==> config.mk <==
export PLATFORM = sky130hd
export DESIGN_NAME = spi_fifo_ctrl
export DESIGN_NICKNAME = d
export VERILOG_FILES = /design/src/rtl/spi_fifo_ctrl.sv
export SDC_FILE = /design/constraint.sdc
export NUM_CORES = 1
export LEC_CHECK = 0
export CAP_MARGIN = 20
export CORE_MARGIN = 1.5
export CORE_UTILIZATION = 40
export DETAILED_ROUTE_END_ITERATION = 10
export PLACE_DENSITY_LB_ADDON = 0.1
export RECOVER_POWER = 25
export SLEW_MARGIN = 30
export SYNTH_ARGS = -nofsm -noshare
export SYNTH_HDL_FRONTEND = slang
export SYNTH_SLANG_ARGS = --single-unit
==> constraint.sdc <==
create_clock -name clk -period 27.9 [get_ports clk]
set_input_delay 6.975 -clock clk [delete_from_list [all_inputs] [get_ports clk]]
set_output_delay 6.975 -clock clk [all_outputs]
set_load 0.01 [all_outputs]
==> src/rtl/spi_fifo_ctrl.sv <==
`default_nettype none
// ============================================================================
// Module : spi_fifo_ctrl
// Brief  : Bus-facing SPI controller with TX/RX FIFOs and start sequencing
//          for a word/byte shift engine.
// Rev    : 1.0  initial release
// ============================================================================
module spi_fifo_ctrl #(
    parameter int DEPTH = 4
) (
    input  logic        clk,
    input  logic        rst,
    input  logic        sel,
    input  logic        wr,
    input  logic        addr,
    input  logic [31:0] wdata,
    output logic [31:0] rdata,
    output logic        irq,
    output logic [1:0]  cs_n,
    output logic        spi_start,
    output logic        spi_fast,
    output logic [31:0] spi_dataTx,
    input  logic [31:0] spi_dataRx,
    input  logic        spi_rdy
);
    localparam int AW = $clog2(DEPTH);
    localparam int CW = AW + 1;

    typedef enum logic [1:0] {
        ST_IDLE    = 2'd0,
        ST_WAIT_LO = 2'd1,
        ST_WAIT_HI = 2'd2
    } state_t;

    state_t          state_q, state_d;
    logic [31:0]     tx_mem_q [DEPTH];
    logic [31:0]     tx_mem_d [DEPTH];
    logic [31:0]     rx_mem_q [DEPTH];
    logic [31:0]     rx_mem_d [DEPTH];
    logic [AW-1:0]   tx_wp_q, tx_wp_d, tx_rp_q, tx_rp_d;
    logic [AW-1:0]   rx_wp_q, rx_wp_d, rx_rp_q, rx_rp_d;
    logic [CW-1:0]   tx_cnt_q, tx_cnt_d, rx_cnt_q, rx_cnt_d;
    logic            fast_q, fast_d, irq_en_q, irq_en_d;
    logic [1:0]      cs_q, cs_d, cs_pend_q, cs_pend_d;
    logic            cs_pend_vld_q, cs_pend_vld_d;
    logic            tx_ovf_q, tx_ovf_d, rx_unf_q, rx_unf_d;
    logic            discard_q, discard_d;
    logic            spi_start_q, spi_start_d, spi_fast_q, spi_fast_d;
    logic [31:0]     spi_dataTx_q, spi_dataTx_d;

    logic data_wr, data_rd, ctrl_wr, flush;
    logic tx_empty, tx_full, rx_empty, rx_full;
    logic launch, finish, tx_push, tx_pop, rx_push, rx_pop;

    assign data_wr  = sel & wr & ~addr;
    assign data_rd  = sel & ~wr & ~addr;
    assign ctrl_wr  = sel & wr & addr;
    assign flush    = ctrl_wr & wdata[4];
    assign tx_empty = (tx_cnt_q == '0);
    assign tx_full  = (tx_cnt_q == CW'(DEPTH));
    assign rx_empty = (rx_cnt_q == '0);
    assign rx_full  = (rx_cnt_q == CW'(DEPTH));
    assign launch   = (state_q == ST_IDLE) & ~tx_empty & ~rx_full & spi_rdy;
    assign finish   = (state_q == ST_WAIT_HI) & spi_rdy;
    assign tx_pop   = launch;
    assign tx_push  = data_wr & ~flush & (~tx_full | tx_pop);
    assign rx_pop   = data_rd & ~rx_empty;
    assign rx_push  = finish & ~discard_q & ~flush;

    always_comb begin
        state_d      = state_q;
        spi_start_d  = 1'b0;
        spi_fast_d   = spi_fast_q;
        spi_dataTx_d = spi_dataTx_q;
        discard_d    = discard_q;
        case (state_q)
            ST_IDLE: begin
                if (launch) begin
                    spi_start_d  = 1'b1;
                    spi_dataTx_d = tx_mem_q[tx_rp_q];
                    spi_fast_d   = fast_q;
                    state_d      = ST_WAIT_LO;
                end
            end
            ST_WAIT_LO: if (!spi_rdy) state_d = ST_WAIT_HI;
            ST_WAIT_HI: begin
                if (spi_rdy) begin
                    discard_d = 1'b0;
                    state_d   = ST_IDLE;
                end
            end
            default: state_d = ST_IDLE;
        endcase
        // A flush while a word is (or is about to be) in flight drops its result
        if (flush) discard_d = (state_d != ST_IDLE);
    end

    always_comb begin
        tx_mem_d = tx_mem_q;
        rx_mem_d = rx_mem_q;
        tx_wp_d  = tx_wp_q;
        tx_rp_d  = tx_rp_q;
        rx_wp_d  = rx_wp_q;
        rx_rp_d  = rx_rp_q;
        tx_cnt_d = tx_cnt_q + CW'(tx_push) - CW'(tx_pop);
        rx_cnt_d = rx_cnt_q + CW'(rx_push) - CW'(rx_pop);
        if (tx_push) begin
            tx_mem_d[tx_wp_q] = wdata;
            tx_wp_d           = tx_wp_q + AW'(1);
        end
        if (tx_pop) tx_rp_d = tx_rp_q + AW'(1);
        if (rx_push) begin
            rx_mem_d[rx_wp_q] = spi_dataRx;
            rx_wp_d           = rx_wp_q + AW'(1);
        end
        if (rx_pop) rx_rp_d = rx_rp_q + AW'(1);
        if (flush) begin
            tx_wp_d  = '0;
            tx_rp_d  = '0;
            tx_cnt_d = '0;
            rx_wp_d  = '0;
            rx_rp_d  = '0;
            rx_cnt_d = '0;
        end
    end

    always_comb begin
        fast_d        = fast_q;
        irq_en_d      = irq_en_q;
        cs_d          = cs_q;
        cs_pend_d     = cs_pend_q;
        cs_pend_vld_d = cs_pend_vld_q;
        tx_ovf_d      = tx_ovf_q | (data_wr & ~flush & tx_full & ~tx_pop);
        rx_unf_d      = rx_unf_q | (data_rd & rx_empty);
        if (finish) begin
            cs_pend_vld_d = 1'b0;
            if (cs_pend_vld_q) cs_d = cs_pend_q;
        end
        if (ctrl_wr) begin
            fast_d   = wdata[0];
            irq_en_d = wdata[5];
            // Chip selects only move between transfers; the latest write wins
            if ((state_q == ST_IDLE) || finish) begin
                cs_d          = wdata[2:1];
                cs_pend_vld_d = 1'b0;
            end else begin
                cs_pend_d     = wdata[2:1];
                cs_pend_vld_d = 1'b1;
            end
            if (wdata[3]) begin
                tx_ovf_d = 1'b0;
                rx_unf_d = 1'b0;
            end
        end
    end

    always_ff @(posedge clk or posedge rst) begin
        if (rst) begin
            state_q       <= ST_IDLE;
            for (int i = 0; i < DEPTH; i++) begin
                tx_mem_q[i] <= '0;
                rx_mem_q[i] <= '0;
            end
            tx_wp_q       <= '0;
            tx_rp_q       <= '0;
            rx_wp_q       <= '0;
            rx_rp_q       <= '0;
            tx_cnt_q      <= '0;
            rx_cnt_q      <= '0;
            fast_q        <= 1'b0;
            irq_en_q      <= 1'b0;
            cs_q          <= 2'b00;
            cs_pend_q     <= 2'b00;
            cs_pend_vld_q <= 1'b0;
            tx_ovf_q      <= 1'b0;
            rx_unf_q      <= 1'b0;
            discard_q     <= 1'b0;
            spi_start_q   <= 1'b0;
            spi_fast_q    <= 1'b0;
            spi_dataTx_q  <= '0;
        end else begin
            state_q       <= state_d;
            tx_mem_q      <= tx_mem_d;
            rx_mem_q      <= rx_mem_d;
            tx_wp_q       <= tx_wp_d;
            tx_rp_q       <= tx_rp_d;
            rx_wp_q       <= rx_wp_d;
            rx_rp_q       <= rx_rp_d;
            tx_cnt_q      <= tx_cnt_d;
            rx_cnt_q      <= rx_cnt_d;
            fast_q        <= fast_d;
            irq_en_q      <= irq_en_d;
            cs_q          <= cs_d;
            cs_pend_q     <= cs_pend_d;
            cs_pend_vld_q <= cs_pend_vld_d;
            tx_ovf_q      <= tx_ovf_d;
            rx_unf_q      <= rx_unf_d;
            discard_q     <= discard_d;
            spi_start_q   <= spi_start_d;
            spi_fast_q    <= spi_fast_d;
            spi_dataTx_q  <= spi_dataTx_d;
        end
    end

    always_comb begin
        rdata = '0;
        if (addr) begin
            rdata[0]     = fast_q;
            rdata[2:1]   = cs_q;
            rdata[5]     = irq_en_q;
            rdata[8]     = tx_empty;
            rdata[9]     = tx_full;
            rdata[10]    = rx_empty;
            rdata[11]    = rx_full;
            rdata[12]    = (state_q != ST_IDLE);
            rdata[13]    = tx_ovf_q;
            rdata[15]    = rx_unf_q;
            rdata[23:16] = 8'(rx_cnt_q);
        end else if (!rx_empty) begin
            rdata = rx_mem_q[rx_rp_q];
        end
    end

    assign irq        = irq_en_q & ~rx_empty;
    assign cs_n       = ~cs_q;
    assign spi_start  = spi_start_q;
    assign spi_fast   = spi_fast_q;
    assign spi_dataTx = spi_dataTx_q;

endmodule
`default_nettype wire

==> results.py, run 1 <==
metrics = {
    "run_status": {
        "run_status": "finished, violations left",
        "failed_checks": "max-capacitance violations, max-slew violations",
    },
    "critical_path": {
        "critical_path_class": "in2out",
        "cpMaxStageDelayCell": "dlygate4sd3_1",
        "worst_endpoint_required_time_ns": 20.92,
        "crit_chain": "dlygate4sd3_1, inv_1, o21ai_0, clkdlybuf4s50_1",
        "timing.critical_path.fanout_max": 19,
        "rr_endpoint": "spi_dataTx[14]$_DFFE_PP0P_",
        "start_kind": "primary input",
        "r2r_setup_slack_ns": 24.20,
        "worstReg2RegStart": "tx_cnt_q[1]$_DFF_PP0_",
        "critical-path-max-stage-delay_ns": 1.09,
        "rr_worst_depth": 4,
        "timing.critical_path.to_type": "output port",
        "critical_path_arrival_ns": 9.38,
    },
    "cts": {
        "hold_buffers": 0,
        "cts_max_path_buffers": 3,
        "cts_max_level": 2,
        "cts_tree": "built",
        "clk-insertion-delay-late_ns": 0.53,
        "cts.repair.resized": 0,
        "clock_sink_count": 316,
        "cts.clk_slew.worst_paths_ns": 0.05,
        "clock_tree.root_cell": "clkbuf_16",
        "postCtsSetupRepairBufs": 0,
        "cts_buffers": 37,
    },
    "yosys": {
        "synthXorXnorAreaFrac_pct": 0.620,
        "share_of_the_synthesized_area_in_compound_gates_ao_oa_aoi_oai_pct": 1.39,
        "synthesized_area_fraction_occupied_by_adder_cells_pct": 1.35,
        "synth.avg_cell_area_sq_um": 15.9,
        "mappedNetlistNets": 975,
        "cell_count_after_synthesis": 891,
        "total_standard_cell_area_after_synthesis_sq_um": 14100,
        "seq_area_frac_synth_pct": 56.0,
        "synth-seq-cells": 316,
        "synth_ff_type": "dfrtp_1",
        "yosys_warnings": 0,
        "ys_async_sr_fraction_pct": 100,
        "synth_edf_count": 0,
        "synth_top_family_by_area": "multiplexers",
        "synth.mux.area_fraction_pct": 33.7,
        "synth-simple-area-share_pct": 3.60,
        "synth_cell_types": 43,
    },
    "cells_and_area": {
        "num-fill-cells": 3005,
        "layout-area-overhead-vs-synth_pct": 20.5,
        "layout.core_utilization_pct": 49.2,
        "final_common_cell": "dfrtp_1",
        "layout.cells.most_common_list": "dfrtp_1 (313), mux2_2 (268), clkdlybuf4s50_1 (104)",
        "number_of_nets_at_the_end_of_the_flow": 1111,
        "final_layout_size_suffix_gt1_share_pct": 39.3,
    },
    "detailed_routing": {
        "wirelength_mm": 30.4,
        "drc": 0,
        "post_drt_wl_per_cell_microns": 20.1,
        "first_iter_violations": 248,
        "dr.pass1.iters": 4,
        "vias": 7887,
        "drt.antenna.violating_nets": 0,
        "vias_per_cell": 5.23,
    },
    "timing": {
        "tightestPinTransition_ns": 5.14,
        "maxClockFrequency_ghz": 0.0611,
        "rsz0062_at_grt": "no",
        "fin_worst_hold_slack_ns": 0.486,
        "final-hold-violation-count": 0,
        "drv_slew": 306,
        "worst_clock_skew_ns": 0.0106,
        "period_minus_slack_ns": 16.36,
        "timing.final.setup_violations": 0,
        "timing.setup.tns_ns": 0,
        "setup_ws_ns": 11.54,
        "max-slew-margin-rel_pct": -245,
        "post-route-period-util_pct": 58.6,
    },
    "power_and_ir_drop": {
        "leakagePower_nw": 7.68,
        "peakVddDrop_mv": 0.0529,
        "powerDensity_nw_per_um2": 111,
    },
    "worst_hold_path": {
        "hold_end": "tx_mem_q[37]$_DFFE_PP0P_",
        "timing.hold.worst_path_depth": 1,
        "min-delay-path-class": "reg2reg",
        "min_from": "tx_mem_q[37]$_DFFE_PP0P_",
    },
    "global_route": {
        "grt_start_max_net_pins": 114,
        "grt_antenna_before_repair": 2,
        "grt_use_total_pct": 17.2,
        "grt_first_pass_wirelength_mm": 48.4,
        "vias_in_the_first_global_route": 8407,
        "grt-ovfl-total": 0,
    },
    "floorplanning": {
        "placement_rows": 68,
        "floorplan.die.height_microns": 191,
        "dieArea_sq_um": 36500,
        "floorplan.initialDensity_pct": 40.8,
        "num_io_pins": 139,
        "placeableCoreArea_sq_um": 34600,
        "floorplan.die.width_microns": 191,
    },
    "placement": {
        "port-buffer-count": 138,
        "gpl.final_weighted_congestion": 0.743,
        "detailed_place_hpwl_mm": 18.3,
        "pre_cts_slack_ns": 11.48,
    },
    "job": {
        "cap_viol_max_count": 4,
    },
}
-- Yosys cell counts (3+ instances only) --
cell      instances  share of area, %
nor2b_1           3              0.13
nand3_2           4              0.28
xor2_1            3              0.19
mux2_2          268                21
a22o_1            8              0.50
inv_1            16              0.43
dfrtp_1         316                56
mux4_2           64                10
nor3_1            4              0.14
and2_1           18              0.80
nand2_2           4              0.18
clkbuf_1         14              0.37
a21oi_1           5              0.18
buf_2            12              0.43
ha_1             12               1.1
buf_6            26               2.1
mux2_1           27               2.2
o21ai_0           9              0.32
nand3_1           6              0.21
nand2_1          21              0.56
xnor2_1           7              0.43
nor2_1           21              0.56
-- critical path: cells and delay by family --
kind,cells,cell delay (ns)
compound gates,1,0.27
buf+inv,3,2.13
-- registers in the layout (all words and copies together), names as in the netlist, 2 cells and up --
register and flops:
cs_pend_q 2, cs_q 2, rx_cnt_q 3, rx_mem_q 128, rx_rp_q 2, rx_wp_q 2
spi_dataTx 32, state_q 2, tx_cnt_q 3, tx_mem_q 128, tx_rp_q 2, tx_wp_q 2
-- cell type report --
type	instances	area, sq um	area share [%]
sequential	316	7910	46.5
multi-input combinational	505	5770	33.9
timing repair buffer	150	1480	8.72
clock buffer	58	1130	6.62
tap	455	569	3.34
clock inverter	7	95.1	0.559
inverter	17	66.3	0.390
antenna	1	2.50	0.0147
-- cells by family after synthesis --
kind of cell / count (synthesis)
mux: 359
flops: 316
simple gates: 93
buf+inv: 70
compound gates: 29
fa+ha+maj: 14
xor+xnor: 10
-- worst max path at each step --
stage               cells past startpoint  slack (ns)                  endpoint  start
floorplan                               1       12.18  cs_pend_q[0]$_DFFE_PP0P_    rst
global placement                        5       11.47                 rdata[11]   addr
detailed placement                      5       11.48                 rdata[11]   addr
CTS                                     5       11.48                 rdata[11]   addr
global route                            4       11.37                 rdata[12]   addr
finish                                  4       11.54                 rdata[12]   addr
-- power by group --
part | leakage, nW | internal [W] | switching, W | total [W]
Sequential | 4.05 | 0.000659 | 0.000117 | 0.000776
Clock | 0.596 | 0.000296 | 0.000187 | 0.000483
Combinational | 3.04 | 0.000397 | 0.000232 | 0.000629
Total | 7.68 | 0.00135 | 0.000535 | 0.00189
-- routing by layer --
metal	wire [microns]	vias up	track usage (%)
met1	13500	4159	22.8
met2	14700	144	28.1
met5	10	-	0
li1	-	3531	-
met3	1380	51	3.56
met4	782	2	5.88
-- through the flow --
step	cell area, sq um	std cells	total power (W)
after floorplan	14100	891	0.00121
after global placement	15800	1442	0.00142
after detailed placement	15800	1442	0.00143
after CTS	17000	1507	0.00192
after global routing	17000	1509	0.00201
final	17000	1509	0.00189
(Power assumes the default switching activity.)
==> inputs of run 2 (changes only) <==
==> constraint.sdc (replaced) <==
create_clock -name clk -period 14.8 [get_ports clk]
set_input_delay 3.7 -clock clk [delete_from_list [all_inputs] [get_ports clk]]
set_output_delay 3.7 -clock clk [all_outputs]
set_load 0.01 [all_outputs]
==> run 2 against run 1 <==
Largest cell class unchanged. The run still ends with max-capacitance violations, max-slew violations left. Core utilization shrank 0.058 points. Global-route usage up 0.22 points. Sequential power is 89% higher. Sequential cell count stayed put. Routed wire length increased by 1.1%. Via count down 0.14%. Critical endpoint unchanged. Clock power rose by 87%. Clock skew grew 0.0022 ns.
==> results.py, run 2 (same netlist as run 1, synthesis figures left out) <==
metrics = {
    "run_status": {
        "run_status": "finished, violations left",
        "failed_checks": "max-capacitance violations, max-slew violations",
    },
    "detailed_routing": {
        "vias": 7876,
        "post_drt_wl_per_cell_microns": 20.4,
        "first_iter_violations": 328,
        "wirelength_mm": 30.7,
        "vias_per_cell": 5.22,
        "dr.pass1.iters": 4,
        "drt.antenna.violating_nets": 0,
        "drc": 0,
    },
    "placement": {
        "gpl.final_weighted_congestion": 0.748,
        "port-buffer-count": 138,
        "detailed_place_hpwl_mm": 18.3,
    },
    "cts": {
        "postCtsSetupRepairBufs": 0,
        "clock_sink_count": 316,
        "hold_buffers": 0,
        "cts.clk_slew.worst_paths_ns": 0.06,
        "cts_tree": "built",
        "cts_buffers": 37,
        "clock_tree.root_cell": "clkbuf_16",
        "cts.repair.resized": 0,
        "clk-insertion-delay-late_ns": 0.52,
        "cts_max_level": 2,
        "cts_max_path_buffers": 3,
    },
    "critical_path": {
        "timing.critical_path.fanout_max": 19,
        "critical_path_arrival_ns": 6.15,
        "timing.critical_path.to_type": "output port",
        "r2r_setup_slack_ns": 10.96,
        "worst_endpoint_required_time_ns": 11.10,
        "critical_path_class": "in2out",
        "cpMaxStageDelayCell": "dlygate4sd3_1",
        "crit_chain": "dlygate4sd3_1, inv_1, o21ai_0, clkdlybuf4s50_1",
        "critical-path-top-delay-family": "buffers and inverters",
        "critical-path-max-stage-delay_ns": 1.11,
        "cp_num_buf_inv": 3,
        "start_kind": "primary input",
    },
    "timing": {
        "max-slew-margin-rel_pct": -260,
        "final-hold-violation-count": 0,
        "maxClockFrequency_ghz": 0.101,
        "timing.setup.tns_ns": 0,
        "period_minus_slack_ns": 9.85,
        "rsz0062_at_grt": "no",
        "tightestPinTransition_ns": 5.37,
        "post-route-period-util_pct": 66.6,
        "fin_worst_hold_slack_ns": 0.477,
        "drv_slew": 155,
        "timing.final.setup_violations": 0,
        "worst_clock_skew_ns": 0.0128,
    },
    "global_route": {
        "grt_start_max_net_pins": 119,
        "grt_first_pass_wirelength_mm": 49.1,
        "grt-ovfl-total": 0,
        "vias_in_the_first_global_route": 8522,
        "grt_antenna_before_repair": 2,
        "grt_use_total_pct": 17.4,
    },
    "cells_and_area": {
        "final_layout_size_suffix_gt1_share_pct": 39.5,
        "multi_input_comb_area_sq_um": 5760,
        "final_common_cell": "dfrtp_1",
        "area.sequential_sq_um": 7910,
        "num-fill-cells": 3029,
        "layout-area-overhead-vs-synth_pct": 20.4,
        "number_of_nets_at_the_end_of_the_flow": 1111,
        "layout.cells.most_common_list": "dfrtp_1 (313), mux2_2 (268), clkdlybuf4s50_1 (101)",
    },
    "floorplanning": {
        "dieArea_sq_um": 36500,
        "placement_rows": 68,
        "num_io_pins": 139,
        "floorplan.initialDensity_pct": 40.8,
        "floorplan.die.height_microns": 191,
        "placeableCoreArea_sq_um": 34600,
        "floorplan.die.width_microns": 191,
    },
    "power_and_ir_drop": {
        "peakVddDrop_mv": 0.105,
        "leakagePower_nw": 7.69,
        "powerDensity_nw_per_um2": 209,
    },
    "worst_hold_path": {
        "min-delay-path-class": "reg2reg",
    },
    "job": {
        "cap_viol_max_count": 2,
    },
}
==> run 2: layout make-up <==
class                   instances  area share, %
diodes                          1         0.0147
clock buffers                  59           6.77
clock inverters                 6          0.346
inverters                      17          0.390
multi-input cells             505           33.9
flip-flops and latches        316           46.5
well taps                     455           3.35
repair buffers                150           8.70
==> run 2: power by group <==
group	switching (W)	total [W]	leakage, nW	internal, W
clock	0.000354	0.000903	0.599	0.000549
combinational	0.000435	0.00118	3.04	0.000743
sequential	0.000223	0.00147	4.05	0.00124
total	0.00101	0.00355	7.69	0.00253
==> run 2: worst paths after layout <==
| check | depth (start not counted) | to | from |
|---|---|---|---|
| worst min register to register | 2 | spi_fast$_DFFE_PP0P_ | spi_fast$_DFFE_PP0P_ |
| worst max register to register | 4 | spi_dataTx[28]$_DFFE_PP0P_ | tx_cnt_q[1]$_DFF_PP0_ |
| worst max-delay path | 4 | rdata[12] | addr |
| worst min-delay path | 2 | spi_fast$_DFFE_PP0P_ | spi_fast$_DFFE_PP0P_ |
| max in group asynchronous | 4 | rx_rp_q[0]$_DFFE_PP0P_ | rst |
| min in group asynchronous | 2 | tx_mem_q[41]$_DFFE_PP0P_ | rst |
==> run 2: stage by stage <==
stage	instances	cell area (sq um)	total power, W	setup WS [ns]	util (%)
after global placement	1443	15800	0.00267	4.93	45.5
after CTS	1508	17000	0.00362	4.90	49.1
after detailed placement	1443	15800	0.00270	4.89	45.6
final	1509	17000	0.00355	4.95	49.1
after global routing	1509	17000	0.00377	4.76	49.1
after floorplan	891	14100	0.00228	2.36	-
==> run 2: tightest hold or removal path, cell delays in order (launching register included) <==
cell and delay [ns]:
dfrtp_1 0.34, nand2_1 0.05, nand2_1 0.05
==> run 2: routing by layer <==
metal  routed length, microns  track usage (%)  up-vias  part of all wire [%]
met2                    14800             29.3      135                    48
met5                       10                0        -                 0.033
li1                         -                -     3528                     -
met1                    14000             22.9     4162                    45
met4                      717             5.39        2                   2.3
met3                     1200             3.12       49                   3.9
==> inputs of run 3 (changes only) <==
==> constraint.sdc (replaced) <==
create_clock -name clk -period 9.7 [get_ports clk]
set_input_delay 2.425 -clock clk [delete_from_list [all_inputs] [get_ports clk]]
set_output_delay 2.425 -clock clk [all_outputs]
set_load 0.01 [all_outputs]
==> run 3 against run 2 <==
The run still ends with max-capacitance violations, max-slew violations left. Sequential power is 51% higher. Power is 55% higher. Die area stayed put. Final cell count hardly changed. Critical path depth is 1 higher. Sequential cell count stayed put. Core utilization is 0.18 points higher. Clock skew is 0.0034 ns lower. Non-clock buffer count is 1 lower. Critical path type unchanged. Largest cell class unchanged.
==> results.py, run 3 (same netlist as run 1, synthesis figures left out) <==
metrics = {
    "detailed_routing": {
        "drt.antenna.violating_nets": 0,
        "wl_met3_mm": 1.22,
        "maxUsedRoutingLayer": "met4",
        "post_drt_wl_per_cell_microns": 20.2,
        "drc": 0,
        "detail_route.wirelength.met1_mm": 13.5,
        "dr_wl_met2_mm": 15.0,
        "first_iter_violations": 303,
        "vias_per_cell": 5.24,
        "wirelength_mm": 30.5,
        "dr.pass1.iters": 4,
        "vias": 7916,
    },
    "critical_path": {
        "critical-path-max-stage-delay_ns": 0.81,
        "start_kind": "primary input",
        "critical_path_arrival_ns": 4.80,
        "cpMaxStageDelayCell": "clkdlybuf4s50_1",
        "crit_chain": "clkdlybuf4s50_1, inv_1, nor2_1, nor3_1, clkdlybuf4s50_1",
        "worst_endpoint_required_time_ns": 7.28,
        "critical-path-top-delay-family": "buffers and inverters",
        "cp_num_buf_inv": 3,
        "timing.critical_path.fanout_max": 19,
        "critical-path-top-cell-by-count": "clkdlybuf4s50_1",
        "critical_path_class": "in2out",
        "timing.critical_path.to_type": "output port",
    },
    "cts": {
        "clock_tree.root_cell": "clkbuf_16",
        "clock_sink_count": 316,
        "hold_buffers": 0,
        "clk-insertion-delay-late_ns": 0.52,
        "cts_tree": "built",
        "cts.clk_slew.worst_paths_ns": 0.06,
        "postCtsSetupRepairBufs": 0,
        "cts_max_level": 2,
        "cts_buffers": 37,
        "cts.repair.resized": 0,
        "cts_max_path_buffers": 3,
    },
    "timing": {
        "worst_clock_skew_ns": 0.00949,
        "timing.setup.tns_ns": 0,
        "maxClockFrequency_ghz": 0.138,
        "timing.final.setup_violations": 0,
        "final-hold-violation-count": 0,
        "rsz0062_at_grt": "no",
        "post-route-period-util_pct": 74.5,
        "fin_worst_hold_slack_ns": 0.487,
        "period_minus_slack_ns": 7.23,
        "max-slew-margin-rel_pct": -164,
        "drv_slew": 157,
        "tightestPinTransition_ns": 3.96,
    },
    "cells_and_area": {
        "n_antenna_cell": 0,
        "layout-area-overhead-vs-synth_pct": 20.8,
        "final_layout_size_suffix_gt1_share_pct": 40.0,
        "final_common_cell": "dfrtp_1",
        "num-fill-cells": 3011,
        "number_of_nets_at_the_end_of_the_flow": 1110,
        "layout.cells.most_common_list": "dfrtp_1 (313), mux2_2 (268), clkdlybuf4s50_1 (135)",
    },
    "floorplanning": {
        "dieArea_sq_um": 36500,
        "placeableCoreArea_sq_um": 34600,
        "floorplan.die.height_microns": 191,
        "num_io_pins": 139,
        "floorplan.initialDensity_pct": 40.8,
        "placement_rows": 68,
        "floorplan.die.width_microns": 191,
    },
    "power_and_ir_drop": {
        "leakagePower_nw": 7.69,
        "powerDensity_nw_per_um2": 321,
        "peakVddDrop_mv": 0.147,
    },
    "job": {
        "cap_viol_max_count": 1,
    },
    "placement": {
        "detailed_place_hpwl_mm": 18.0,
        "gpl.final_weighted_congestion": 0.742,
        "port-buffer-count": 138,
    },
    "run_status": {
        "failed_checks": "max-capacitance violations, max-slew violations",
        "run_status": "finished, violations left",
    },
    "global_route": {
        "vias_in_the_first_global_route": 8417,
        "grt_start_max_net_pins": 158,
        "grt_antenna_before_repair": 0,
        "grt_first_pass_wirelength_mm": 48.7,
        "grt-ovfl-total": 0,
        "grt_use_total_pct": 17.3,
    },
    "worst_hold_path": {
        "min-delay-path-class": "reg2reg",
    },
}
## run 3: cell types whose count changed in the layout (fill, tap and decap cells not counted), moves of 2 or more
| cell | previous run | this run |
|---|---|---|
| clkinv_2 | 4 | 9 |
| bufinv_16 | 1 | 3 |
| clkbuf_1 | 10 | 7 |
| dlygate4sd3_1 | 37 | 3 |
| clkdlybuf4s50_1 | 101 | 135 |
| buf_6 | 2 | 0 |
## run 3: power by group
group | internal (W) | switching [W]
registers | 0.00190 | 0.000323
logic | 0.00115 | 0.000687
clock network | 0.000885 | 0.000544
## run 3: final timing paths
kind / from / endpoint / slack, ns / depth (start not counted)
max: addr / rdata[11] / 2.47 / 5
min: tx_mem_q[103]$_DFFE_PP0P_ / tx_mem_q[103]$_DFFE_PP0P_ / 0.49 / 1
max reg2reg: tx_cnt_q[1]$_DFF_PP0_ / tx_cnt_q[2]$_DFF_PP0_ / 6.88 / 11
min reg2reg: tx_mem_q[103]$_DFFE_PP0P_ / tx_mem_q[103]$_DFFE_PP0P_ / 0.49 / 1
max in group asynchronous: rst / spi_dataTx[22]$_DFFE_PP0P_ / 2.99 / 3
min in group asynchronous: rst / spi_start$_DFF_PP0_ / 2.45 / 2
## run 3: cell type report
class | count | area (sq um) | share of cell area (%)
inverter | 17 | 66.3 | 0.389
clock buffer | 55 | 1130 | 6.60
timing repair buffer | 149 | 1470 | 8.64
tap | 455 | 569 | 3.34
sequential | 316 | 7910 | 46.4
multi-input combinational | 505 | 5770 | 33.8
clock inverter | 13 | 148 | 0.865
## run 3: worst register-to-register path, stage by stage (launching register included)
cell and delay, ns:
dfrtp_1 0.43, nor3b_1 0.59, a21bo_2 0.39, nand2_1 0.10
ha_1 0.22, inv_1 0.06, ha_1 0.13, inv_1 0.05
fa_1 0.37, xor2_1 0.17, xnor2_1 0.13, nor2_1 0.05
## run 3: per-layer routing
layer | up-vias | global-route usage [%]
met2 | 154 | 29.2
met4 | 0 | 5.33
met5 | - | 0
li1 | 3531 | -
met1 | 4183 | 23.0
met3 | 48 | 2.75
## run 3: per-stage QoR
step	instance area [sq um]	std cells	util [%]	total power [W]	setup WS [ns]
2_1_floorplan	14100	891	-	0.00348	3.06
3_3_place_gp	15800	1442	45.6	0.00407	2.46
3_5_place_dp	15800	1442	45.6	0.00412	2.44
4_1_cts	17100	1510	49.3	0.00558	2.46
5_1_grt	17100	1510	49.3	0.00583	2.09
6_report	17100	1510	49.3	0.00549	2.47
